==> config.mk <==
export PLATFORM = sky130hd
export DESIGN_NAME = shift_arbiter
export DESIGN_NICKNAME = d
export VERILOG_FILES = /design/src/rtl/shift_pkg.sv /design/src/rtl/barrel_shift.sv /design/src/rtl/shift_arbiter_rr.sv /design/src/rtl/shift_arbiter.sv
export SDC_FILE = /design/constraint.sdc
export NUM_CORES = 1
export LEC_CHECK = 0
export CAP_MARGIN = 20
export CELL_PAD_IN_SITES_DETAIL_PLACEMENT = 2
export CELL_PAD_IN_SITES_GLOBAL_PLACEMENT = 2
export CORE_AREA = 2 2 146 148
export CTS_BUF_LIST = sky130_fd_sc_hd__clkbuf_2
export CTS_CLUSTER_SIZE = 28
export DETAILED_ROUTE_END_ITERATION = 12
export DIE_AREA = 0 0 148 150
export PLACE_DENSITY_LB_ADDON = 0.1
export SLEW_MARGIN = 5
export SYNTH_ARGS = -nofsm -noshare
export SYNTH_HDL_FRONTEND = slang
export SYNTH_SLANG_ARGS = --single-unit
==> constraint.sdc <==
create_clock -name clk -period 5.95 [get_ports clk]
set_clock_uncertainty 0.05 [all_clocks]
set_input_delay 1.19 -clock clk [delete_from_list [all_inputs] [get_ports clk]]
set_output_delay 1.19 -clock clk [all_outputs]
set_load 0.02 [all_outputs]
==> src/rtl/shift_pkg.sv <==
// shift_pkg: shared types for the shift arbiter (shifter op codes, arbiter FSM states)
package shift_pkg;
  typedef enum logic [1:0] {
    SH_SRL  = 2'b00,
    SH_SRA  = 2'b01,
    SH_SLL  = 2'b10,
    SH_RSVD = 2'b11
  } shift_op_e;
  typedef enum logic {
    IDLE = 1'b0,
    HOLD = 1'b1
  } arb_state_e;
endpackage

==> src/rtl/barrel_shift.sv <==
// barrel_shift: combinational 32-bit shifter (SRL/SRA/SLL, reserved op passes A through)
//  a  : operand, sh : shift amount, op : shift_op_e, y : result
module barrel_shift
  import shift_pkg::*;
(
  input  logic [31:0] a,
  input  logic [4:0]  sh,
  input  shift_op_e   op,
  output logic [31:0] y
);
  logic [31:0] w_sra;
  // $unsigned keeps the arithmetic shift self-determined inside the unsigned ternary below
  assign w_sra = $unsigned($signed(a) >>> sh);
  always_comb y = op == SH_SRL ? a >> sh : op == SH_SRA ? w_sra : op == SH_SLL ? a << sh : a;
endmodule

==> src/rtl/shift_arbiter_rr.sv <==
// rr_arbiter: combinational round-robin grant, searching from ptr+1 and wrapping
//  req : request vector, ptr : last granted index, en : grant enable
//  gnt : one-hot grant (zero when en=0 or no request), gnt_idx : binary grant index
module rr_arbiter #(
  parameter int NUM_REQ = 2,
  parameter int ID_W    = (NUM_REQ > 1) ? $clog2(NUM_REQ) : 1
) (
  input  logic [NUM_REQ-1:0] req,
  input  logic [ID_W-1:0]    ptr,
  input  logic               en,
  output logic [NUM_REQ-1:0] gnt,
  output logic [ID_W-1:0]    gnt_idx
);
  logic            w_found;
  logic [ID_W-1:0] w_cand;
  always_comb begin
    gnt     = '0;
    gnt_idx = '0;
    w_found = 1'b0;
    w_cand  = '0;
    for (int k = 1; k <= NUM_REQ; k++) begin
      w_cand = ID_W'((int'(ptr) + k) % NUM_REQ);
      if (en && !w_found && req[w_cand]) begin
        w_found      = 1'b1;
        gnt[w_cand]  = 1'b1;
        gnt_idx      = w_cand;
      end
    end
  end
endmodule

==> src/rtl/shift_arbiter.sv <==
// shift_arbiter: shares one barrel shifter among NUM_REQ valid/ready requesters, round-robin
//  clk/rst : clock, async active-high reset
//  req_valid/req_ready/req_a/req_b/req_op : per-requester request channel (packed, 32/32/2 bits each)
//  rsp_valid/rsp_ready/rsp_data/rsp_id/rsp_err : registered response channel
module shift_arbiter
  import shift_pkg::*;
#(
  parameter int NUM_REQ = 2,
  parameter int ID_W    = (NUM_REQ > 1) ? $clog2(NUM_REQ) : 1
) (
  input  logic                   clk,
  input  logic                   rst,
  input  logic [NUM_REQ-1:0]     req_valid,
  output logic [NUM_REQ-1:0]     req_ready,
  input  logic [NUM_REQ*32-1:0]  req_a,
  input  logic [NUM_REQ*32-1:0]  req_b,
  input  logic [NUM_REQ*2-1:0]   req_op,
  output logic                   rsp_valid,
  input  logic                   rsp_ready,
  output logic [31:0]            rsp_data,
  output logic [ID_W-1:0]        rsp_id,
  output logic                   rsp_err
);
  arb_state_e         r_state;
  logic [ID_W-1:0]    r_ptr;
  logic [ID_W-1:0]    w_idx;
  logic [NUM_REQ-1:0] w_gnt;
  logic               w_en;
  logic [31:0]        w_a;
  logic [31:0]        w_b;
  logic [1:0]         w_op_raw;
  shift_op_e          w_op;
  logic [31:0]        w_shift;
  // rst gates acceptance so nothing is handshaken while reset is held
  assign w_en      = !rst && (r_state == IDLE || rsp_ready);
  assign req_ready = w_gnt;
  assign rsp_valid = r_state == HOLD;
  assign w_op      = shift_op_e'(w_op_raw);
  rr_arbiter #(.NUM_REQ(NUM_REQ), .ID_W(ID_W)) u_arb (
    .req(req_valid), .ptr(r_ptr), .en(w_en), .gnt(w_gnt), .gnt_idx(w_idx)
  );
  // AND-OR operand mux driven by the one-hot grant
  always_comb begin
    w_a      = '0;
    w_b      = '0;
    w_op_raw = '0;
    for (int k = 0; k < NUM_REQ; k++) begin
      w_a      = w_a | (req_a[32*k +: 32] & {32{w_gnt[k]}});
      w_b      = w_b | (req_b[32*k +: 32] & {32{w_gnt[k]}});
      w_op_raw = w_op_raw | (req_op[2*k +: 2] & {2{w_gnt[k]}});
    end
  end
  barrel_shift u_shift (.a(w_a), .sh(w_b[4:0]), .op(w_op), .y(w_shift));
  always_ff @(posedge clk or posedge rst) begin
    if (rst) begin
      r_state  <= IDLE;
      r_ptr    <= ID_W'(NUM_REQ - 1);
      rsp_data <= '0;
      rsp_id   <= '0;
      rsp_err  <= 1'b0;
    end else if (|w_gnt) begin
      r_state  <= HOLD;
      r_ptr    <= w_idx;
      rsp_data <= w_op == SH_RSVD ? w_a : w_shift;
      rsp_id   <= w_idx;
      rsp_err  <= w_op == SH_RSVD;
    end else if (rsp_ready) begin
      r_state  <= IDLE;
    end
  end
endmodule
* Yosys cells after proc, flatten, opt, wreduce, memory -nomap -nowiden
Cells that the tools add are included. Widths: inputs -> output; s select.
Storage, ports and cells: register bits 36, output and inout port bits 37, input bits 137, word-level logic and storage cells 59
Operators by class: reduce and logical (&&, ||, !) cells 12, muxes and demuxes 19, $lt $le $gt $ge 4, $add $sub $neg 2, shift-type cells 3, bitwise gates (word level) 11, equality and inequality tests 3
Operators by type and width (count):
- $mux 32 | 4
- $and 32x32->32 | 2
- $or 32x32->32 | 1
- $shl 32x5->32 | 1
- $shr 32x5->32 | 1
- $sshr 32x5->32 | 1
- $mux 1 | 11
- $and 5x5->5 | 2
- $logic_and 1x1->1 | 6
- $or 5x5->5 | 1
- $and 2x2->2 | 2
- $eq 2x2->1 const B | 2
- $lt 1x2->1 const B | 2
- $mux 2 | 2
- $or 2x2->2 | 2
- $add 1x1->1 const B | 2
- $demux 1 s1 | 2
- $eq 2x1->1 const B | 1
- $ge 1x1->1 const B | 2
- $logic_not 1->1 | 2
- $logic_not 2->1 | 1
- $reduce_bool 2->1 | 1
- $reduce_or 2->1 | 1
- $logic_or 1x1->1 | 1
- $not 1->1 | 1

* Longest topological paths before layout
depth after elaboration 16, mapped depth 14, gate-level depth less buffers 10

* By module
A second synthesis with hierarchy kept.
Second synthesis, totals: cells, all modules 886, area, all modules 6852.8 µm²
By module, submodules not included:
- barrel_shift | times used 1, cells each 672, sequential area each 0.0 µm², area each 4785.8 µm²
- shift_arbiter | times used 1, cells each 208, sequential area each 902.1 µm², area each 2040.7 µm²
- rr_arbiter | times used 1, cells each 6, sequential area each 0.0 µm², area each 26.3 µm²

* Worst setup path before layout
Ideal clock, no wire load.
kind input -> register, start input port rsp_ready, end register rsp_data[16], path buffers 1, data arrival time 3.365 ns, setup slack 2.406 ns, stages 10, required time 5.771 ns, library setup time 0.129 ns, path through nand2b_1 and4_1 nor2_4 buf_2 mux2i_1 o22ai_1 or2_2 mux2_2 a21oi_1 o31ai_1
Between the ends: longest elaborated chain between the ends 15, elaborated cells between the ends (all ways) 31, those cells by class eq/ne: 3; shift: 3; mux: 7; bitwise: 10; reduce/logical: 8
Ends and longest elaborated chain:
- from (decl) | line shift_arbiter.sv:19 | input logic rsp_ready,
- $logic_or 1x1->1 (*) | line shift_arbiter.sv:35 | assign w_en = !rst && (r_state == IDLE || rsp_ready);
- $logic_and 1x1->1 (*) | line shift_arbiter.sv:35
- $logic_and 1x1->1 | line shift_arbiter_rr.sv:23 | if (en && !w_found && req[w_cand]) begin
- $mux 1 | line shift_arbiter_rr.sv:23
- $logic_not 1->1 | line shift_arbiter_rr.sv:23
- $logic_and 1x1->1 (2 in series) | line shift_arbiter_rr.sv:23
- $mux 2 (*) | line shift_arbiter_rr.sv:23
- $and 32x32->32, or another cell as far along | line shift_arbiter.sv:48 | w_a = w_a | (req_a[32*k +: 32] & {32{w_gnt[k]}});
- $or 32x32->32, or another cell as far along | line shift_arbiter.sv:48
- $shl 32x5->32 / $eq 2x2->1 (equally long branches) | line barrel_shift.sv:14 | always_comb y = op == SH_SRL ? a >> sh : op == SH_SRA ? w_sra : op == SH_SLL ? a << sh : a;
- $mux 32 (3 in series) | line barrel_shift.sv:14
- $mux 32 | line shift_arbiter.sv:64 | rsp_data <= w_op == SH_RSVD ? w_a : w_shift;
- to (signal assigned) | line shift_arbiter.sv:64
- to (decl) | line shift_arbiter.sv:20 | output logic [31:0] rsp_data,
Every way passes the cells marked *; elsewhere a longest branch is shown, timed or not. A chain may end at the register's enable or synchronous reset.

* Final worst setup path
start input port rsp_ready, end output port req_ready[1]
Between the ends: longest elaborated chain between the ends 8, elaborated cells between the ends (all ways) 10, those cells by class mux: 3; bitwise: 1; reduce/logical: 6
Ends and longest elaborated chain:
- $logic_or 1x1->1 (*) | line shift_arbiter.sv:35
- $logic_and 1x1->1 (*) | line shift_arbiter.sv:35
- $logic_and 1x1->1 | line shift_arbiter_rr.sv:23
- $mux 1 | line shift_arbiter_rr.sv:23
- $logic_not 1->1 | line shift_arbiter_rr.sv:23
- $logic_and 1x1->1 (2 in series) | line shift_arbiter_rr.sv:23
- $mux 2 (*) | line shift_arbiter_rr.sv:23
- to (decl) | line shift_arbiter.sv:14 | output logic [NUM_REQ-1:0] req_ready,
Marks and branches as above.

==> results.toml <==
[run_status]
status = "finished clean"

[detailed_routing]
wl_per_cell_um = 32.0
drc_errors = 0
drt_iter0_drc = 737
ant_nets = 0
wl_um = 39000
vias = 8062
firstDrtPassIters = 5
vias_per_cell = 6.62

[global_route]
grt_usage = 0.348
grt_max_degree = 48
antenna_found_initial = 1
grt_overflow = 0
grt_pass1_vias = 8401
grt_first_pass_wirelength_um = 56900

[logic_synthesis]
yosysUniqueCellTypes = 76
ys_seq_elements = 36
netlist.top_cell.by_area = "mux2i_1"
synthesis.nets = 967
yosysSeqAreaShare = 0.148
synth_ff_type = "dfrtp_1"
synthCells = 830
avgSynthCellArea_um2 = 7.35
synth_enable_flop_cells = 0
yosysTopAreaCellShare = 0.174
synth_area_um2 = 6100
ys_warn_count = 0
synth-async-reset-ratio = 1.00
synth.top_cells.by_area = "mux2i_1, dfrtp_1, nor2_1"

[power]
leakagePower_nw = 3.06
vdd_ir_drop_max_mv = 0.136
power_density_nw_per_um2 = 272

[sta]
setup-violations-final = 0
period_share = 0.826
hold_slack_ns = 0.471
tns_ns = 0
slew_headroom = 0.357
fmax_mhz = 204
rsz0062_at_grt = "no"
hold_violations = 0
tightest_slew_ns = 0.964
min_period_ns = 4.91
final-max-slew-violation-count = 0
layout_setup_ws_ns = 1.04

[die]
die_y_um = 150
die_area_um2 = 22200
row_count = 53
start_util = 0.295
die_w_um = 148
io_pins = 174
coreArea_um2 = 20700

[critical_path]
criticalPathCategory = "in2out"
end_kind = "output pin"
crit_path_max_fanout = 40
worstPathArrival_ns = 3.67
cp.required_ns = 4.71
cp-start-kind = "input pin"

[clock_tree]
cts_hold_buf = 0
cts-resized-gates = 0
worst_skew_pair.late_latency_ns = 0.47
cts_max_level = 2
cts_root_buffer = "clkbuf_2"
numCtsBuffers = 5
clock-sinks = 36
post-cts-setup-buffer-count = 0
cts_tree = "built"
clk_pin_slew_worst_paths_ns = 0.23
clockBufferDepth = 2

[place]
dp.final_hpwl_um = 30800
portBuffers = 119
pre_cts_ws_ns = 0.726
place_inst = 1208
globalplace.congestion = 1.00

[finish]
syn2layout_area_growth_pct = 27.3
final_cell_mix = "clkdlybuf4s50_1, mux2i_1, nor2_1"
fillCellCount = 2447
layout-drive-gt1-share = 0.120
finish.net_count = 1077
final_cells = 1218
final_common_cell = "clkdlybuf4s50_1"

[worst_hold_path]
hold_class = "reg2reg"

[run]
maxCapViolCount = 0
-- routing by layer --
layer  GRT usage  wire length (um)  share of wire
met5           0                 0              0
met4       0.148              1910          0.049
met3      0.0518              2530          0.065
met2       0.572             17900           0.46
met1       0.453             16700           0.43
-- per-stage QoR --
step	cell area [um^2]	power [mW]	utilization
2_1_floorplan	6100	1.23	-
3_5_place_dp	7700	1.90	0.372
3_3_place_gp	7700	1.86	0.372
4_1_cts	7770	2.09	0.375
5_1_grt	7770	2.21	0.376
6_report	7770	2.11	0.376
-- sequential cells by signal, summed over array words and instances, names as in the netlist --
name,count
rsp_data,32
r_ptr,1
rsp_err,1
rsp_id,1
rsp_valid,1
-- synth_stat cells, types with 5 or more instances --
library cell / n
mux2i_1: 106
nor2_1: 100
nand2_1: 77
o21ai_0: 56
a21oi_1: 54
buf_2: 45
dfrtp_1: 35
a22o_1: 33
o22ai_1: 33
o211ai_1: 21
mux2_2: 17
nor3_1: 17
clkbuf_1: 16
a211oi_1: 13
a31oi_1: 13
a22oi_1: 12
o221ai_1: 12
inv_1: 9
nand3_1: 9
nand4_1: 9
a221oi_1: 7
o21ai_1: 7
or3_1: 7
a211o_1: 6
buf_4: 6
buf_6: 6
a21o_1: 5
nor4_1: 5
-- worst max-delay path, cell delays in order --
cell and delay, ns:
clkdlybuf4s50_1 0.44, nand2b_1 0.46, nand3_1 0.23, inv_2 0.60
clkdlybuf4s50_1 0.74
-- layout make-up --
cell class / count / area [um^2] / area share
diodes: 2 / 5.00 / 0.000644
clock buffers: 6 / 30.0 / 0.00386
clock inverters: 2 / 35.0 / 0.00451
inverters: 10 / 37.5 / 0.00483
multi-input cells: 708 / 4760 / 0.613
flip-flops and latches: 36 / 902 / 0.116
well taps: 275 / 344 / 0.0443
repair buffers: 179 / 1650 / 0.213
-- path summary, 6_finish.rpt --
path                            depth (start not counted)            to  slack (ns)      start
max in group asynchronous                               3       rsp_err        4.34        rst
worst max register to register                          9   rsp_data[9]        1.86  rsp_valid
worst max-delay path                                    5  req_ready[1]        1.04  rsp_ready
worst min register to register                          2       rsp_err        0.47    rsp_err
min in group asynchronous                               3  rsp_data[14]        1.13        rst
worst min-delay path                                    2       rsp_err        0.47    rsp_err
-- report_power, final --
group / total [mW] / switching, mW / internal, mW
Combinational: 1.52 / 0.940 / 0.584
Clock: 0.183 / 0.111 / 0.0720
Sequential: 0.406 / 0.0623 / 0.344
Total: 2.11 / 1.11 / 1.00
-- logic make-up (layout without fill, tap and decap cells) --
family                 Yosys count  after routing  synth area share
other                            0              2                 0
multiplexers                   126            126             0.212
AND/OR/NAND/NOR                249            249             0.183
AO/OA/AOI/OAI                  333            333             0.384
flip-flops                      36             36             0.148
buffers and inverters           86            197            0.0732
Power figures use the tool's default switching activity.
